<file path="config.mk">
export PLATFORM = sky130hd
export DESIGN_NAME = ps2_host_tx
export DESIGN_NICKNAME = d
export VERILOG_FILES = /design/src/rtl/ps2_host_tx.sv
export SDC_FILE = /design/constraint.sdc
export NUM_CORES = 1
export LEC_CHECK = 0
export CAP_MARGIN = 20
export CELL_PAD_IN_SITES_DETAIL_PLACEMENT = 2
export CELL_PAD_IN_SITES_GLOBAL_PLACEMENT = 2
export CORE_MARGIN = 2
export CORE_UTILIZATION = 38
export CTS_CLUSTER_DIAMETER = 200
export DETAILED_ROUTE_END_ITERATION = 7
export PLACE_DENSITY_LB_ADDON = 0.25
export SYNTH_ARGS = -nofsm -noshare
export SYNTH_HDL_FRONTEND = slang
export SYNTH_SLANG_ARGS = --single-unit
</file>
<file path="constraint.sdc">
create_clock -name MCLK -period 5.51 [get_ports MCLK]
set_input_delay 0.551 -clock MCLK [delete_from_list [all_inputs] [get_ports MCLK]]
set_output_delay 0.551 -clock MCLK [all_outputs]
set_load 0.01 [all_outputs]
</file>
<file path="src/rtl/ps2_host_tx.sv">
// PS/2 host-to-device transmitter: inhibit, request-to-send,
// clock-driven bit shift, ACK sample and bus-idle wait.
module ps2_host_tx #(
  parameter int INHIBIT_CYCLES = 5000,
  parameter int TIMEOUT_CYCLES = 750000
) (
  input  logic       MCLK,
  input  logic       reset,
  input  logic [7:0] tx_data,
  input  logic       tx_start,
  input  logic       PS2C,
  input  logic       PS2D,
  output logic       ps2c_low,
  output logic       ps2d_low,
  output logic       busy,
  output logic       done,
  output logic       ack_err,
  output logic       timeout
);

  localparam int IW = $clog2(INHIBIT_CYCLES + 1);
  localparam int TW = $clog2(TIMEOUT_CYCLES + 1);

  localparam logic [IW-1:0] INH_MAX  = IW'(INHIBIT_CYCLES);
  localparam logic [IW-1:0] INH_LAST = IW'(INHIBIT_CYCLES - 1);
  localparam logic [IW-1:0] INH_PRE  = IW'(INHIBIT_CYCLES - 2);
  localparam logic [TW-1:0] TO_MAX   = TW'(TIMEOUT_CYCLES);
  localparam logic [TW-1:0] TO_LAST  = TW'(TIMEOUT_CYCLES - 1);

  typedef enum logic [2:0] {
    IDLE,
    INHIBIT,
    REQ,
    SHIFT,
    WAIT_IDLE
  } state_t;

  state_t        state;
  logic [7:0]    data;
  logic          parity;
  logic [3:0]    n;
  logic [IW-1:0] inh_cnt;
  logic [TW-1:0] to_cnt;

  logic c_s1, c_s2, c_prev;
  logic d_s1, d_s2;
  logic fe;

  assign fe = c_prev & ~c_s2;

  always_ff @(posedge MCLK) begin
    if (reset) begin
      state    <= IDLE;
      data     <= '0;
      parity   <= 1'b0;
      n        <= '0;
      inh_cnt  <= '0;
      to_cnt   <= '0;
      c_s1     <= 1'b1;
      c_s2     <= 1'b1;
      c_prev   <= 1'b1;
      d_s1     <= 1'b1;
      d_s2     <= 1'b1;
      ps2c_low <= 1'b0;
      ps2d_low <= 1'b0;
      busy     <= 1'b0;
      done     <= 1'b0;
      ack_err  <= 1'b0;
      timeout  <= 1'b0;
    end else begin
      c_s1    <= PS2C;
      c_s2    <= c_s1;
      c_prev  <= c_s2;
      d_s1    <= PS2D;
      d_s2    <= d_s1;
      done    <= 1'b0;
      timeout <= 1'b0;

      unique case (state)
        IDLE: begin
          if (tx_start) begin
            data     <= tx_data;
            parity   <= ~^tx_data;
            ack_err  <= 1'b0;
            busy     <= 1'b1;
            ps2c_low <= 1'b1;
            ps2d_low <= 1'b0;
            inh_cnt  <= '0;
            state    <= INHIBIT;
          end
        end

        INHIBIT: begin
          if (inh_cnt != INH_MAX)
            inh_cnt <= inh_cnt + IW'(1);
          if (inh_cnt == INH_PRE)
            ps2d_low <= 1'b1;
          if (inh_cnt == INH_LAST) begin
            ps2c_low <= 1'b0;
            ps2d_low <= 1'b1;
            n        <= '0;
            to_cnt   <= '0;
            state    <= REQ;
          end
        end

        REQ, SHIFT: begin
          if (to_cnt != TO_MAX)
            to_cnt <= to_cnt + TW'(1);
          if (to_cnt == TO_LAST) begin
            ps2c_low <= 1'b0;
            ps2d_low <= 1'b0;
            busy     <= 1'b0;
            timeout  <= 1'b1;
            state    <= IDLE;
          end else if (fe) begin
            // n is the edge count before this edge; bit index = n
            state <= SHIFT;
            n     <= n + 4'd1;
            case (n)
              4'd8:  ps2d_low <= ~parity;
              4'd9:  ps2d_low <= 1'b0;
              4'd10: begin
                ack_err <= d_s2;
                state   <= WAIT_IDLE;
              end
              default: ps2d_low <= ~data[n[2:0]];
            endcase
          end
        end

        WAIT_IDLE: begin
          if (c_s2 && d_s2) begin
            done  <= 1'b1;
            busy  <= 1'b0;
            state <= IDLE;
          end
        end

        default: state <= IDLE;
      endcase
    end
  end

endmodule

</file>
# [Word-level counts from Yosys, hierarchy flattened]
# Index checks and enable logic that the tools add are counted.
# Widths: inputs -> output; s select.
[word_totals] word_cells=109 in_bits=13 output_inout_bits=6 regBits=60
[classes] n_mux=38 n_lt_le_gt_ge=1 reduce_logical=20 n_addsub=3 bitwise=6 n_eq_ne=24
[ops] cell="$mux 20" count=2
[ops] cell="$pmux 20 s2" count=1
[ops] cell="$eq 13x13->1 const B" count=2
[ops] cell="$mux 13" count=2
[ops] cell="$pmux 13 s2" count=1
[ops] cell="$add 20x1->20 const B" count=1
[ops] cell="$eq 20x20->1 const B" count=1
[ops] cell="$ne 20x20->1 const B" count=1
[ops] cell="$mux 3" count=6
[ops] cell="$ne 2x2->1 const B" count=9
[ops] cell="$reduce_and 4->1" count=4
[ops] cell="$mux 1" count=15
[ops] cell="$add 13x1->13 const B" count=1
[ops] cell="$ne 13x13->1 const B" count=1
[ops] cell="$eq 4x4->1 const B" count=3
[ops] cell="$mux 4" count=3
[ops] cell="$pmux 1 s3" count=4
[ops] cell="$pmux 3 s4" count=1
[ops] cell="$reduce_and 5->1" count=2
[ops] cell="$ne 3x3->1 const B" count=3
[ops] cell="$pmux 4 s2" count=1
[ops] cell="$reduce_xnor 8->1" count=1
[ops] cell="$eq 3x2->1 const B" count=2
[ops] cell="$reduce_and 3->1" count=2
[ops] cell="other kinds (14)" count=23

# [Logic depth before layout (Yosys ltp)]
[logic_depth] depth_word=7 mapped_depth=9 mapped_depth_nobuf=8

# [Least setup slack after synthesis]
# Ideal clock, no wire load.
[synth_path] path_type="register to register" start="register inh_cnt[4]" end="register to_cnt[11]" required_time_ns=5.449 arrival_time_ns=2.276 setup_slack_ns=3.173 stages_incl_launch_ff=8 cell_sequence="dfxtp_1 > or4b_4 > nor4_4 > a31oi_1 > or3_1 > clkbuf_2 > or4_1 > nand2_1"
[synth_via] elab_chain_cells=3
[synth_rtl] element="from (decl)" line="42" source="logic [IW-1:0] inh_cnt;"
[synth_rtl] element="from (signal assigned)" line="95" source="inh_cnt <= inh_cnt + IW'(1);"
[synth_rtl] element="$eq 13x13->1" line="98" source="if (inh_cnt == INH_LAST) begin"
[synth_rtl] element="$ne 2x2->1 (no source line)"
[synth_rtl] element="$reduce_and 3->1 (no source line)"
[synth_rtl] element="to (signal assigned)" line="109" source="to_cnt <= to_cnt + TW'(1);"
[synth_rtl] element="to (decl)" line="43" source="logic [TW-1:0] to_cnt;"
# Every way passes these cells.
# A chain may end at the register's enable or synchronous reset.

# [Final worst setup path]
# Ends and elaborated chain as after synthesis.

==> impl_results.md <==
- Core Util, Final: a little under half
- Setup Skew: just under 0.009 ns
- M1 WL: roughly 4100 µm
- Met3 wire len: 192 µm
- Unrepaired setup endpoints after global routing: false
- Final number of setup-violating endpoints: 0
- Highest Signal Layer: met4
- R2R Setup Slk: about 2.8 ns
- Switching share of power: 33.5%
- P_int: approximately 0.82 mW
- Global-route wire length before repair: roughly 15000 µm
- Top FF cell, synth: dfxtp_1
- Mapped Cells: 374
- Area delta synth->final: 15.7%
- Die footprint: between 8000 and 9000 µm²
- GR Overflow Total: 0
- Count of final hold-check violations: 0
- Crit path DAT: roughly 3 ns
- Clock Tree Root: clkbuf_8
- Max FO, Critical Path: 13
- Vias in the first global route: ~3000
- DRC Markers: 0
- CP Capture Type: flip-flop
- Peak supply drop: 0.175 mV
- Post_cts resized: 0
- Async S/R FF share, synth: 0%
- Slew Viols, Final: 0
- Die H: between 90 and 100 µm
- Vias per std cell: between 5 and 6
- WS Path Type: flip-flop to flip-flop
- Place WS: between 2 and 3 ns
- Layout cells sized above 1: under 10%
- Post-route ant nets: 0
- Pin count of the biggest net entering global routing: 33
- Synth Cell Area: 3050 µm²
- Synth cell types: 48
- Core Region: 7770 µm²
- P per Cell Area: about 350 nW/µm²
- Worst-skew pair later-pin latency: between 0.3 and 0.4 ns
- Diode count: 0
- Total routed wirelength: slightly above 9000 µm
- Crit start category: flip-flop
- Fin crit period: roughly 2.7 ns
- Initial antenna violation count: 0
- Slew HR: around two fifths
- Final setup margin: ~2.8 ns
- Worst Hold Class: flip-flop to flip-flop
- Lkg Pwr: between 1 and 1.5 nW
- Reg2reg start: inh_cnt[4]
- CTS tree: built
- Hold Path Depth: 1
- Tot GR Track Use: 22.5%
- Routed len/inst: approximately 18 µm
- Clock Sinks: 60
- Ys Warns: 0
- Setup TNS: 0 ns
- Worst Hold End: c_s2
- Fmax: roughly 370 MHz
- Syn_nets: between 300 and 400
- Register share of total power: between 40% and 50%
- Max Buffers Root-to-Sink: 2
- Placed instance area: around 3300 µm²
- Port bufs: 18
- Reg-to-reg endpoint: to_cnt[11]
- Initial Util: 39.3%
- Clk pwr share: 33.7%
- Psw: between 0.4 and 0.5 mW
- Clock-pin slew on the worst setup and hold paths: 0.07 ns
- H-tree depth: 3
- Final period utilization: 49.4%
- Dpl hpwl: 6220 µm
- Vias: ~2800
- Combinational group share of total power: 24.6%
- Yosys reg bits: 60
- Maxcap violations: 0
- # hold bufs at CTS: 0
- Top Ports: 19
- WL met2: around 4700 µm
- Worst-case reg-to-reg path depth: 7
- # Post-CTS Setup Buffers: 0
- Initial DRC count: between 60 and 70
- Status: finished, final reports clean
- Hold_sp: c_s1
- Initial DRT Pass Iterations: 4
- GPL Wtd Cong: roughly 0.77
- Cts bufs inserted: 9
- WP data required: ~5.8 ns
- Post-synthesis sequential area ratio: about two fifths
- Number of synthesized flops with an enable pin: 0
- Design area: between 3000 and 4000 µm²
- Syn avg cell area: about 8.2 µm²
- Nets: slightly above 400
- Worst slew pin tran: ~0.91 ns
- Rows: 32
- Die W: between 90 and 100 µm
-- cell type report --
cell class	count	area, µm²
tap	102	128
clock buffer	12	155
timing repair buffer	22	208
multi-input combinational	290	1760
fill	872	4230
sequential	60	1200
clock inverter	4	47.5
inverter	9	33.8
-- through the flow --
| step | cells | hold WS, ns | total power [mW] |
|---|---|---|---|
| 2_1_floorplan | 374 | 0.389 | 0.715 |
| 3_3_place_gp | 482 | 0.392 | 0.803 |
| 3_5_place_dp | 482 | 0.403 | 0.819 |
| 4_1_cts | 498 | 0.430 | 1.25 |
| 5_1_grt | 499 | 0.445 | 1.30 |
| 6_report | 499 | 0.428 | 1.23 |
-- how the worst max path moves through the flow --
stage | from | end | cells after the start
after detailed placement | inh_cnt[4] | to_cnt[15] | 7
final | inh_cnt[4] | to_cnt[11] | 7
after CTS | inh_cnt[4] | to_cnt[11] | 7
after floorplan | inh_cnt[4] | to_cnt[11] | 7
after global placement | inh_cnt[4] | to_cnt[15] | 7
after global routing | inh_cnt[4] | to_cnt[10] | 7
-- synthesized netlist by cell type (8+ instances only) --
library cell,instances,area (µm²)
inv_1,9,33.8
nand2b_1,11,68.8
nor2_1,46,173
ha_1,9,113
nand4_1,10,62.6
nor3_1,12,60.1
xor2_1,8,70.1
a21oi_1,28,140
nand2_1,49,184
xnor2_1,20,175
dfxtp_1,60,1200
nand3_1,16,80.1
o21ai_0,9,45.0
clkbuf_1,12,45.0
-- registers in the layout (all words and copies together), names as in the netlist --
register  cells
ack_err       1
busy          1
c_prev        1
c_s1          1
c_s2          1
d_s1          1
d_s2          1
data          8
done          1
inh_cnt      13
n             4
parity        1
ps2c_low      1
ps2d_low      1
state         3
timeout       1
to_cnt       20
-- worst max-delay path, stage by stage, from the launching register on --
cell     delay (ns)
dfxtp_1        0.35
or4b_4         0.58
nor4_4         0.28
a31oi_1        0.14
buf_4          0.21
or3_1          0.50
or4_1          0.51
nand2_1        0.08
-- logic make-up (layout without fill, tap and decap cells) --
family | Yosys count | count (layout) | synth area share (%)
AOI/OAI and AO/OA | 60 | 60 | 11.8
xor gates and xnor gates | 28 | 28 | 8.03
adders and majority gates | 9 | 9 | 3.69
buffers and inverters | 24 | 47 | 2.99
DFF | 60 | 60 | 39.3
muxes | 7 | 7 | 3.11
and+or+nand+nor | 186 | 186 | 31.1
-- power by group through the flow --
stage          clock network, mW  registers, mW  logic, mW
6_report                   0.416          0.515      0.303
5_1_grt                    0.448          0.520      0.336
4_1_cts                    0.427          0.515      0.304
3_5_place_dp                   0          0.522      0.297
3_3_place_gp                   0          0.521      0.282
2_1_floorplan                  0          0.502      0.213
-- layer usage --
| layer | up-vias | global-route usage, % |
|---|---|---|
| met5 | - | 0 |
| met4 | 0 | 8.82 |
| met3 | 15 | 4.51 |
| met2 | 28 | 40.2 |
| met1 | 1382 | 26.2 |
| li1 | 1346 | - |
-- cell usage in the layout, fill, tap and decap left out, types with 11 or more instances in the layout --
cell type	instances
a21oi_1	28
clkbuf_8	11
clkdlybuf4s50_1	18
dfxtp_1	60
nand2_1	49
nand2b_1	11
nand3_1	16
nor2_1	46
nor3_1	12
xnor2_1	20
Power figures use the tool's default switching activity.
==> variant 1, RTL diff (same flow settings) <==
Re-encode `state_t` (5 states) as one-hot, 5 bits wide.
--- a/src/rtl/ps2_host_tx.sv
+++ b/src/rtl/ps2_host_tx.sv
@@ -28,10 +28,10 @@
   localparam logic [TW-1:0] TO_LAST  = TW'(TIMEOUT_CYCLES - 1);
 
-  typedef enum logic [2:0] {
-    IDLE,
-    INHIBIT,
-    REQ,
-    SHIFT,
-    WAIT_IDLE
+  typedef enum logic [4:0] {
+    IDLE      = 5'b00001,
+    INHIBIT   = 5'b00010,
+    REQ       = 5'b00100,
+    SHIFT     = 5'b01000,
+    WAIT_IDLE = 5'b10000
   } state_t;
 
Formal check against the unedited RTL: same outputs for any inputs over 10 cycles, from zero or initial values and one cycle with reset high; not proved beyond that.
==> variant 1 against the original RTL <==
  * Power fell by 13%
  * Design area increased by 5.3%
  * Synthesized area increased by 5.8%
  * Sequential cell count rose by 2
  * Wire length increased by 2.7%
  * Worst setup slack gained 0.12 ns
  * Highest routed layer unchanged
  * Hold slack worse by 0.012 ns
  * Fmax grew 4.5%
==> variant 1: results (changes against the original RTL) <==
Place:
- The final estimated routing congestion in global placement came to 0.756 (-1.2%).
- The placed instance area is 3510 µm² (+5.6%).
- The worst setup timing slack at the placement stage is 2.69 ns (-0.134 ns).

Setup path:
- The data arrival time of the critical path is 2.88 ns (-0.13 ns).
- The standard cell with the maximum stage delay on the critical path is sky130_fd_sc_hd__nor4_1.
- The cell count of the worst reg-to-reg path came to 5 (-2).

Finish:
- The fill cell total of the finished layout is 939 (+7.7%).
- The fraction of layout instances using a drive strength above 1 is 0.0835 (+0.00797).
- The area of the multi-input gates was 1900 µm² (+7.9%).
- The final-stage net count is 425 (+2.7%).
- The number of multi-input combinational cells in the layout is 299 (+3.1%).
- The final instance area is 3720 µm² (+5.3%).
- The clock network contribution to total cell area is 0.0558 (-0.00153).
- The final core utilization came to 0.453 (-0.00218).

Power:
- The ratio of total power to cell area is 287 nW/µm² (-18%).
- The share of total power consumed by net switching was 0.275 (-0.0595).
- The relative contribution of sequential cells to total power was 0.453 (+0.036).
- The cell leakage power is 1.25 nW (+2.9%).
- The power of the clock network is 423 µW (+2%).
- The maximum vdd drop is 0.174 mV (-0.32%).

Global route:
- The total global routing track utilization came to 0.223 (-0.00193).

STA:
- The worst hold slack across all endpoints is 0.416 ns (-0.0115 ns).
- The actual transition at the worst max-transition pin is 0.999 ns (+0.0891 ns).
- The share of the cycle needed by the critical path after routing came to 0.473 (-0.0211).

Synthesis:
- Yosys attributes the largest share of cell area to sky130_fd_sc_hd__dfxtp_1, sky130_fd_sc_hd__a21oi_1, sky130_fd_sc_hd__nand2_1.
- The fraction of synthesized area in multiplexers came to 0.0236 (-0.00751).
- The post-synthesis share of cell area spent on full adders, half adders and majority gates is 0.0349 (-0.00202).
- The number of instances in the synthesized netlist was 385 (+2.9%).

Routing:
- The total routed wirelength is 9.37 mm (+2.7%).
- The iteration count of the initial detailed-routing pass came to 5 (+1).

Run status:
- The flow ran to the end, and the final reports show no timing, DRC or antenna violations.
==> variant 1: cell types whose count changed in the layout (fill, tap and decap cells not counted), moves of 4 or more <==
| cell | change |
|---|---|
| sky130_fd_sc_hd__nor2_1 | -28 |
| sky130_fd_sc_hd__a21oi_1 | +11 |
| sky130_fd_sc_hd__or4_1 | +11 |
| sky130_fd_sc_hd__xnor2_1 | -11 |
| sky130_fd_sc_hd__o31ai_1 | +10 |
| sky130_fd_sc_hd__nand2b_1 | -7 |
| sky130_fd_sc_hd__o21ai_0 | +7 |
| sky130_fd_sc_hd__or3_1 | +6 |
| sky130_fd_sc_hd__nor3_1 | -5 |
| sky130_fd_sc_hd__a31oi_1 | -4 |
| sky130_fd_sc_hd__and3_1 | +4 |
| sky130_fd_sc_hd__nand2_1 | -4 |
| sky130_fd_sc_hd__nand3_1 | +4 |
==> variant 1: metal layers <==
metal	routed length, µm	share of wire	track usage
met1	4290	0.46	0.268
met2	4700	0.50	0.392
met3	201	0.021	0.0446
met4	178	0.019	0.0786
met5	0	0	0
==> variant 2, RTL diff (same settings) <==
Without the edit above. The parameter `TIMEOUT_CYCLES` goes from 750000 to 375000.
--- a/src/rtl/ps2_host_tx.sv
+++ b/src/rtl/ps2_host_tx.sv
@@ -3,5 +3,5 @@
 module ps2_host_tx #(
   parameter int INHIBIT_CYCLES = 5000,
-  parameter int TIMEOUT_CYCLES = 750000
+  parameter int TIMEOUT_CYCLES = 375000
 ) (
   input  logic       MCLK,
Behaviour: no difference found for any inputs over 10 cycles, from zero or initial values and one cycle with reset high; that may be too few to reach the edited logic, so the function may still have changed.
==> variant 2 against the original RTL <==
  * Synthesized area up 3.1%
  * Fmax is 10% higher
  * Worst setup slack better by 0.26 ns
  * Die area rose by 2.9%
  * Wire length shrank 7.3%
  * Design area increased by 0.64%
  * Sequential cell count shrank 1
  * Critical endpoint is now inh_cnt[12]
  * Highest routed layer unchanged
Power is not compared: it rests on default switching activity, and its combinational part moved more than twofold at a synthesized area within 25%.
==> variant 2: results (changes against the original RTL) <==
Run status:
- The flow ran to the end, and the final reports show no timing, DRC or antenna violations.

Routing:
- The met2 wire length is 4.28 mm (-8.0%).
- The overall via count from detail_route is 2702 (-2.5%).
- The initial detailed-routing violation count came to 74 (+21%).
- The mean number of vias per cell is 5.57 (+0.32%).

Finish:
- The number of clock buffer instances in the layout is 14 (+2).
- The count of buffers not belonging to the clock network in the layout was 20 (-9.1%).
- The fraction of area in multi-input gates is 0.506 (+0.00810).
- The largest registers in the layout are to_cnt (19), inh_cnt (13), data (8).
- The sequential cell area came to 1180 µm² (-1.7%).
- The area share of buffers outside the clock network is 0.0570 (-0.00178).
- The final instance area came to 3560 µm² (+0.64%).
- The count of inverters not on the clock network in the layout is 14 (+5).

Global route:
- The pin count of the biggest net entering global routing is 30 (-9.1%).
- The met1 demand-to-capacity share in global routing is 0.248 (-0.0143).
- The number of global-route vias before repair is 2927 (-3.9%).

Place:
- The final estimated routing congestion in global placement is 0.731 (-4.5%).

Floorplan:
- The die width is 95 µm (+1.5%).

Setup path:
- The launching instance or port of the critical path is state[2].
- The data arrival time of the critical path is 2.68 ns (-0.33 ns).

Clocking:
- The TritonCTS sink count is 59 (-1.7%).

STA:
- The headroom to the max-slew limit came to 0.390 (about the same).

Synthesis:
- The fraction of the mapped netlist area in compound gates is 0.120 (+0.00285).
- The total nets after synthesis was 385 (-2.8%).
- The post-synthesis share of cell area spent on full adders, half adders and majority gates is 0.0358 (-0.00110).
-- variant 2: critical path: stages, from the launching register on --
cell                        delay [ns]
sky130_fd_sc_hd__dfxtp_1          0.51
sky130_fd_sc_hd__buf_8            0.25
sky130_fd_sc_hd__nor2_1           0.39
sky130_fd_sc_hd__o2111ai_1        0.50
sky130_fd_sc_hd__nor4_1           0.46
sky130_fd_sc_hd__xnor2_1          0.17
sky130_fd_sc_hd__nor2_1           0.06
-- variant 2: path summary, 6_finish.rpt --
check                 to  slack, ns  cells after the start
max reg2reg  inh_cnt[12]       3.05                      6
min reg2reg         d_s2       0.42                      1
max          inh_cnt[12]       3.05                      6
min                 d_s2       0.42                      1
-- variant 2: power by group --
group / internal (mW) / switching (mW)
Clock: 0.221 / 0.170
Combinational: 0.0585 / 0.0713
Sequential: 0.444 / 0.0184
Total: 0.724 / 0.260
